==> config.mk <==
export PLATFORM = sky130hd
export DESIGN_NAME = corevx_ptw_ml
export DESIGN_NICKNAME = d
export VERILOG_FILES = /design/src/rtl/corevx_ptw_ml.sv
export SDC_FILE = /design/constraint.sdc
export NUM_CORES = 1
export LEC_CHECK = 0
export ABC_AREA = 0
export CAP_MARGIN = 20
export CORE_ASPECT_RATIO = 0.7
export CORE_MARGIN = 2
export CORE_UTILIZATION = 30
export CTS_CLUSTER_DIAMETER = 150
export CTS_CLUSTER_SIZE = 14
export DETAILED_ROUTE_END_ITERATION = 16
export SKIP_LAST_GASP = 1
export SLEW_MARGIN = 10
export SYNTH_ARGS = -nofsm -noshare
export SYNTH_HDL_FRONTEND = slang
export SYNTH_SLANG_ARGS = --single-unit
==> constraint.sdc <==
create_clock -name clk -period 1.92 [get_ports clk]
set_clock_uncertainty 0.15 [all_clocks]
set_input_delay 0.192 -clock clk [delete_from_list [all_inputs] [get_ports clk]]
set_output_delay 0.192 -clock clk [all_outputs]
set_load 0.005 [all_outputs]
==> src/rtl/corevx_ptw_ml.sv <==
// corevx_ptw_ml -- parametrised multi-level page table walker.
//
// Translates a VPN to a leaf PPN by reading PTEs over an armleobus read
// master port. Supports bare-mode passthrough, A/D and store-dirty checks,
// walk abort, and reports the leaf level for superpage-aware TLB fill.
//
// Ports:
//   clk, rst_n                 clock, synchronous active-low reset
//   m_transaction/m_cmd/m_address, m_transaction_response/_done, m_rdata
//                              armleobus read master (one PTE read at a time)
//   resolve_request/ack/abort/store, virtual_address, satp_mode, satp_ppn
//                              walk request side (sampled on accept)
//   resolve_done/pagefault/accessfault/access_bits/physical_address/level
//                              registered result; done and faults pulse in RESP
module corevx_ptw_ml #(
    parameter int LEVELS    = 2,
    parameter int VPN_BITS  = 10,
    parameter int PPN_WIDTH = 22,
    parameter int PTE_WIDTH = 32,
    parameter bit CHECK_AD  = 1'b1
) (
    input  logic                          clk,
    input  logic                          rst_n,
    output logic                          m_transaction,
    output logic [2:0]                    m_cmd,
    output logic [PPN_WIDTH+11:0]         m_address,
    input  logic [2:0]                    m_transaction_response,
    input  logic                          m_transaction_done,
    input  logic [PTE_WIDTH-1:0]          m_rdata,
    input  logic                          resolve_request,
    output logic                          resolve_ack,
    input  logic                          resolve_abort,
    input  logic                          resolve_store,
    input  logic [LEVELS*VPN_BITS-1:0]    virtual_address,
    input  logic                          satp_mode,
    input  logic [PPN_WIDTH-1:0]          satp_ppn,
    output logic                          resolve_done,
    output logic                          resolve_pagefault,
    output logic                          resolve_accessfault,
    output logic [7:0]                    resolve_access_bits,
    output logic [PPN_WIDTH-1:0]          resolve_physical_address,
    output logic [((LEVELS > 1) ? $clog2(LEVELS) : 1)-1:0] resolve_level
);
    localparam int LW        = (LEVELS > 1) ? $clog2(LEVELS) : 1;
    localparam int VA_W      = LEVELS * VPN_BITS;
    localparam int PTE_SHIFT = $clog2(PTE_WIDTH / 8);
    localparam logic [2:0] CMD_READ     = 3'd1;
    localparam logic [2:0] RESP_SUCCESS = 3'd0;

    // A table must fill exactly one 4 KiB page.
    generate
        if (VPN_BITS + PTE_SHIFT != 12) begin : g_bad_cfg
            $error("corevx_ptw_ml: VPN_BITS + log2(PTE_WIDTH/8) must equal 12");
        end
    endgenerate

    typedef enum logic [1:0] {IDLE, WALK, RESP} state_t;

    state_t                 state_q, state_d;
    logic [VA_W-1:0]        va_q, va_d;
    logic                   store_q, store_d;
    logic [LW-1:0]          level_q, level_d;
    logic [PPN_WIDTH-1:0]   base_q, base_d;
    logic                   abort_q, abort_d;
    logic                   done_q, done_d;
    logic                   pf_q, pf_d;
    logic                   af_q, af_d;
    logic [7:0]             bits_q, bits_d;
    logic [PPN_WIDTH-1:0]   pa_q, pa_d;
    logic [LW-1:0]          rlevel_q, rlevel_d;

    // PTE fields of the read data.
    logic [PPN_WIDTH-1:0]   pte_ppn;
    logic pte_v, pte_r, pte_w, pte_x, pte_u, pte_a, pte_d;
    assign pte_ppn = m_rdata[10 +: PPN_WIDTH];
    assign pte_v   = m_rdata[0];
    assign pte_r   = m_rdata[1];
    assign pte_w   = m_rdata[2];
    assign pte_x   = m_rdata[3];
    assign pte_u   = m_rdata[4];
    assign pte_a   = m_rdata[6];
    assign pte_d   = m_rdata[7];

    // RSW and any bits above the PPN carry no meaning for the walk.
    logic unused_pte;
    generate
        if (PTE_WIDTH > PPN_WIDTH + 10) begin : g_unused_hi
            assign unused_pte = ^{m_rdata[PTE_WIDTH-1:PPN_WIDTH+10], m_rdata[9:8]};
        end else begin : g_unused_rsw
            assign unused_pte = ^m_rdata[9:8];
        end
    endgenerate

    // VPN slice indexed by the current level, and a mask of the PPN bits that
    // lie below that level (those come from the VA on a superpage hit).
    logic [VPN_BITS-1:0]  vpn_sel;
    logic [PPN_WIDTH-1:0] low_mask;
    always_comb begin
        vpn_sel  = '0;
        low_mask = '0;
        for (int i = 0; i < LEVELS; i++) begin
            if (level_q == LW'(i)) begin
                vpn_sel  = va_q[i*VPN_BITS +: VPN_BITS];
                low_mask = ~({PPN_WIDTH{1'b1}} << (i * VPN_BITS));
            end
        end
    end

    logic [PPN_WIDTH-1:0] va_ext;
    assign va_ext = PPN_WIDTH'(va_q);

    // Outcome of the PTE currently on m_rdata, in priority order.
    logic af_c, invalid_c, leaf_c, misaligned_c, ad_fault_c, ptr_fault_c, pf_c, descend_c;
    assign af_c         = (m_transaction_response != RESP_SUCCESS);
    assign invalid_c    = !pte_v || (!pte_r && pte_w);
    assign leaf_c       = pte_r || pte_x;
    assign misaligned_c = |(pte_ppn & low_mask);
    assign ad_fault_c   = CHECK_AD && (!pte_a || (store_q && !pte_d));
    assign ptr_fault_c  = (level_q == '0) || pte_d || pte_a || pte_u;
    assign pf_c         = !af_c && (invalid_c ||
                                    (leaf_c && (misaligned_c || ad_fault_c)) ||
                                    (!leaf_c && ptr_fault_c));
    assign descend_c    = !af_c && !invalid_c && !leaf_c && !ptr_fault_c;

    always_comb begin
        state_d  = state_q;
        va_d     = va_q;
        store_d  = store_q;
        level_d  = level_q;
        base_d   = base_q;
        abort_d  = abort_q;
        done_d   = 1'b0;
        pf_d     = 1'b0;
        af_d     = 1'b0;
        bits_d   = bits_q;
        pa_d     = pa_q;
        rlevel_d = rlevel_q;
        case (state_q)
            IDLE: begin
                abort_d = 1'b0;
                if (resolve_request) begin
                    va_d    = virtual_address;
                    store_d = resolve_store;
                    level_d = LW'(LEVELS - 1);
                    base_d  = satp_ppn;
                    if (satp_mode) begin
                        state_d = WALK;
                    end else begin
                        // Bare mode: identity map with full permissions.
                        state_d  = RESP;
                        done_d   = 1'b1;
                        bits_d   = 8'hCF;
                        pa_d     = PPN_WIDTH'(virtual_address);
                        rlevel_d = '0;
                    end
                end
            end
            WALK: begin
                if (resolve_abort) begin
                    abort_d = 1'b1;
                end
                if (m_transaction_done) begin
                    if (abort_q || resolve_abort) begin
                        // Outstanding read has retired; drop the walk silently.
                        state_d = IDLE;
                        abort_d = 1'b0;
                    end else if (descend_c) begin
                        level_d = level_q - 1'b1;
                        base_d  = pte_ppn;
                    end else begin
                        state_d  = RESP;
                        done_d   = 1'b1;
                        af_d     = af_c;
                        pf_d     = pf_c;
                        rlevel_d = level_q;
                        if (af_c || pf_c) begin
                            bits_d = 8'h00;
                            pa_d   = '0;
                        end else begin
                            bits_d = m_rdata[7:0];
                            pa_d   = (pte_ppn & ~low_mask) | (va_ext & low_mask);
                        end
                    end
                end
            end
            RESP: begin
                state_d = IDLE;
            end
            default: begin
                state_d = IDLE;
            end
        endcase
    end

    always_ff @(posedge clk) begin
        if (!rst_n) begin
            state_q  <= IDLE;
            va_q     <= '0;
            store_q  <= 1'b0;
            level_q  <= '0;
            base_q   <= '0;
            abort_q  <= 1'b0;
            done_q   <= 1'b0;
            pf_q     <= 1'b0;
            af_q     <= 1'b0;
            bits_q   <= 8'h00;
            pa_q     <= '0;
            rlevel_q <= '0;
        end else begin
            state_q  <= state_d;
            va_q     <= va_d;
            store_q  <= store_d;
            level_q  <= level_d;
            base_q   <= base_d;
            abort_q  <= abort_d;
            done_q   <= done_d;
            pf_q     <= pf_d;
            af_q     <= af_d;
            bits_q   <= bits_d;
            pa_q     <= pa_d;
            rlevel_q <= rlevel_d;
        end
    end

    assign m_transaction            = (state_q == WALK);
    assign m_cmd                    = CMD_READ;
    assign m_address                = {base_q, vpn_sel, {PTE_SHIFT{1'b0}}};
    assign resolve_ack              = (state_q == IDLE);
    assign resolve_done             = done_q;
    assign resolve_pagefault        = pf_q;
    assign resolve_accessfault      = af_q;
    assign resolve_access_bits      = bits_q;
    assign resolve_physical_address = pa_q;
    assign resolve_level            = rlevel_q;
endmodule

-- Word-level counts from Yosys, hierarchy flattened
Cells that the tools add are included.
- equal/unequal tests: 8
- mux-type cells: 48
- bitwise gates (word level): 9
- add/sub/neg operators: 1
- reduce and logical (&&, ||, !) cells: 36
- operators by type and width (cell ; number):
    22-bit 2-to-1 mux ; 10
    22-bit one-hot mux with 2 select lines ; 2
    8-bit 2-to-1 mux ; 6
    22-bit bitwise AND ; 2
    20-bit by 22-bit bitwise AND with 22-bit output ; 1
    22-bit NOT ; 1
    22-bit OR ; 1
    22-bit OR reduction ; 1
    10-bit 2-to-1 mux ; 2
    1-bit 2-to-1 mux ; 17
    8-bit one-hot mux with 2 select lines ; 1
    1-bit logical OR ; 11
    2-bit 2-to-1 mux ; 5
    1-bit logical AND ; 8
    1-bit logical NOT ; 8
    2-bit != test, second input constant ; 4
    1-bit one-hot mux with 2 select lines ; 4
    6-bit AND reduction ; 1
    5-bit AND reduction ; 1
    5-bit OR reduction ; 1
    2-bit by 1-bit != test with 1-bit output, second input constant ; 2
    1-bit NOT ; 4
    2-bit one-hot mux with 2 select lines ; 1
    3-bit by 2-bit != test with 1-bit output, second input constant ; 1
    other kinds (7) ; 7
- flip-flop bits (word level): 81
- output and inout bits: 73
- input port bits: 84
- logic and storage cells: 114

-- Longest topological paths before layout
- depth after elaboration: 14
- mapped depth: 7
- depth with buffers taken out: 5

-- Least setup slack after synthesis
OpenSTA, ideal clock, no wires.
- path type: in2reg
- start point: input m_rdata[1]
- end point: register base_q[15]
- buffers on the path: 1
- arrival time: 1.632 ns
- cell stages on the path: 6
- data required time: 1.638 ns
- slack: 0.005 ns
- path through: or4_1 nor3_4 nand3_1 clkbuf_1 nand3_1 a31oi_1
- word-level cells in the longest chain between the ends: 9
- RTL lines (item ; line ; text):
    start, declared ; 29 ; input logic [PTE_WIDTH-1:0] m_rdata,
    1-bit logical NOT ; 115 ; assign invalid_c = !pte_v || (!pte_r && pte_w);
    1-bit logical AND ; 115 ;
    1-bit logical OR ; 115 ;
    1-bit logical NOT ; 123 ; assign descend_c = !af_c && !invalid_c && !leaf_c && !ptr_fault_c;
    1-bit logical AND ; 123 ;
    1-bit logical AND * (2 in a row) ; 123 ;
    2-bit by 1-bit != test with 1-bit output (no line) * ; n/a ;
    5-bit AND reduction (no line) * ; n/a ;
    end signal, assigned ; 214 ; base_q <= base_d;
    end, declared ; 63 ; logic [PPN_WIDTH-1:0] base_q, base_d;
Every way passes the cells marked *; elsewhere a longest branch is shown, timed or not.
A chain may end at the register's enable or synchronous reset.

-- Final worst setup path
- start point: register level_q
- end point: output m_address[3]
- word-level cells in the longest chain between the ends: 1
- RTL lines (item ; line ; text):
    start, declared ; 62 ; logic [LW-1:0] level_q, level_d;
    start signal, assigned ; 213 ; level_q <= level_d;
    10-bit 2-to-1 mux ; 102 ; if (level_q == LW'(i)) begin
    end, declared ; 26 ; output logic [PPN_WIDTH+11:0] m_address,
No other way between the ends.

==> impl_metrics.tcl <==
set metrics [dict create \
    die_area_um2 14100 \
    drive_gt1_frac 0.168 \
    die_w_um 141 \
    htree_levels 3 \
    cts-root-buf "clkbuf_16" \
    period_minus_slack_ns 1.90 \
    finalHoldViolCount 0 \
    tns_ns 0 \
    clk_pin_slew_worst_paths_ns 0.05 \
    diodes 0 \
    status "finished, final reports clean" \
    synth-async-reset-ratio 0 \
    clkSinkCount 81 \
    drt_iter0_drc 301 \
    power_density_nw_per_um2 774 \
    irDropWorstVdd_v 0.000410 \
    globalplace.congestion 0.849 \
    wl_per_cell_um 17.8 \
    ant_nets 0 \
    synth-main-ff-cell "dfxtp_1" \
    synth-edff-count 0 \
    dieHeight_um 100 \
    clock_latency_ns 0.33 \
    seq_area_frac_synth 0.411 \
    area_growth_pct 64.9 \
    portBuffers 149 \
    vias 4566 \
    yosys_register_bits 81 \
    fin_cells 862 \
    drc 0 \
    worst_slack_ns 0.0162 \
    syn_inst 518 \
    rows 35 \
    rsz0062_at_grt "yes" \
    antenna_found_initial 0 \
    wirelength_mm 15.3 \
    grt_pass1_wl_mm 23.6 \
    worstSetupEndpointType "primary output" \
    clk_path_buf_depth 2 \
    vias_per_cell 5.30 \
    max-cap-violations 0 \
    synth_warnings 0 \
    ys_types 37 \
    synth_area_per_cell_um2 7.62 \
    grt_max_degree 45 \
    min_path_type "in2reg" \
    path_max_fanout 7 \
    fmax_ghz 0.525 \
    cts_hold_buffers 0 \
    crit_arrival_ns 1.56 \
    grt_use_total 0.214 \
    place_hpwl_mm 11.0 \
    syn_area_um2 3950 \
    nets 777 \
    cts_buffers 9 \
    num_io_pins 157 \
    core_um2 13000 \
    drtPass1Iterations 4 \
    dpl.cell_count 835 \
    start_util 0.304 \
    setup_viol 0 \
    path_class "reg2out" \
    pre_cts_slack_ns -0.599 \
    post-route-period-util 0.992 \
    overflow 0 \
    required_ns 1.58 \
    grt_pass1_vias 4447 \
    power.leakage_uw 0.00253 \
    final_max_slew_viol_count 0 \
    start_kind "flip-flop" \
    cts_tree "built" \
]
state kept, by name (all words and copies together) (netlist names):
signal                    cells
abort_q                       1
base_q                       22
level_q                       1
resolve_access_bits           8
resolve_accessfault           1
resolve_done                  1
resolve_level                 1
resolve_pagefault             1
resolve_physical_address     22
state_q                       2
store_q                       1
va_q                         20
path summary, 6_finish.rpt:
path                                  to        start  slack [ns]  depth (start not counted)
max reg2reg  resolve_physical_address[6]      level_q        0.09                          9
max                         m_address[3]      level_q        0.02                          4
min reg2reg                     va_q[11]     va_q[11]        0.31                          2
min                            base_q[3]  m_rdata[13]        0.20                          4
critical path, stage by stage, from the launching register on:
cell and delay [ns]:
dfxtp_4 0.36, buf_12 0.13, buf_4 0.12, mux2_2 0.35, dlygate4sd2_1 0.28
cells in the mapped netlist (2+ instances only):
cell type / n / area (um2)
dfxtp_1: 81 / 1620
o21ai_0: 71 / 355
nand2_1: 67 / 251
nand3_1: 47 / 235
a31oi_1: 43 / 269
clkbuf_1: 39 / 146
a21oi_1: 32 / 160
inv_1: 28 / 105
nand4_1: 26 / 163
mux2_2: 20 / 225
nor2_1: 12 / 45.0
and2_1: 6 / 37.5
buf_4: 5 / 37.5
nand2b_1: 4 / 25.0
nor3_1: 4 / 20.0
buf_1: 3 / 11.3
nand3b_1: 3 / 22.5
a21o_1: 2 / 15.0
a32o_1: 2 / 20.0
buf_2: 2 / 10.0
buf_6: 2 / 22.5
conb_1: 2 / 7.51
nor4_1: 2 / 12.5
o21ai_1: 2 / 10.0
power by group:
part           switching, uW  internal [uW]  leakage, uW
Combinational            618            787      0.00172
Sequential               128           1850     0.000667
Clock                    658            993     0.000135
Total                   1400           3630      0.00253
routing by layer:
| metal | routed length [um] | track usage | vias to the layer above |
|---|---|---|---|
| met3 | 1150 | 0.0482 | 19 |
| met5 | 0 | 0 | - |
| met2 | 6680 | 0.329 | 188 |
| li1 | - | - | 2187 |
| met1 | 7260 | 0.304 | 2172 |
| met4 | 224 | 0.0554 | 0 |
placed cells by master, fill, tap and decap left out, drive strengths merged, types with 3 or more instances in the layout:
cell and n:
nand3 47, clkdlybuf4s15 6, nor2 12, a31oi 43, nand4 26, nand2b 4, nand3b 3, and2 6
dlygate4sd2 10, conb 5, nor3 5, dlymetal6s2s 3, o21ai 73, dfxtp 81, inv 28, buf 61
a21oi 32, clkdlybuf4s50 130, mux2 20, nand2 67, clkbuf 12
kinds of logic (layout without fill, tap and decap cells):
logic type	Yosys count	in the layout	synth area share
and+or+nand+nor	178	178	0.222
muxes	20	20	0.0571
buffers and inverters	79	254	0.0843
other	2	5	0.00190
DFF	81	81	0.411
AOI/OAI and AO/OA	158	158	0.224
area by class of cell:
cell class	count	area [um2]
inverter	28	105
tap	166	208
clock buffer	11	233
fill	1206	6490
sequential	81	1630
multi-input combinational	361	2120
timing repair buffer	212	2180
clock inverter	3	43.8
per-stage QoR:
step / hold slack (ns) / total power (uW) / cell area (um2) / util
after floorplan: 0.178 / 2490 / 3960 / -
after detailed placement: 0.298 / 3280 / 5930 / 0.456
after global routing: 0.212 / 5280 / 6510 / 0.501
final: 0.200 / 5040 / 6510 / 0.501
after global placement: 0.290 / 3260 / 5930 / 0.456
after CTS: 0.254 / 5020 / 6380 / 0.490
timing repair:
item	4_1_cts	5_1_grt
setup buffers	8	3
cloned	3	1
pin swaps	6	10
resized for setup	25	40
endpoints found under the setup margin	67	50
(Power assumes the default switching activity.)
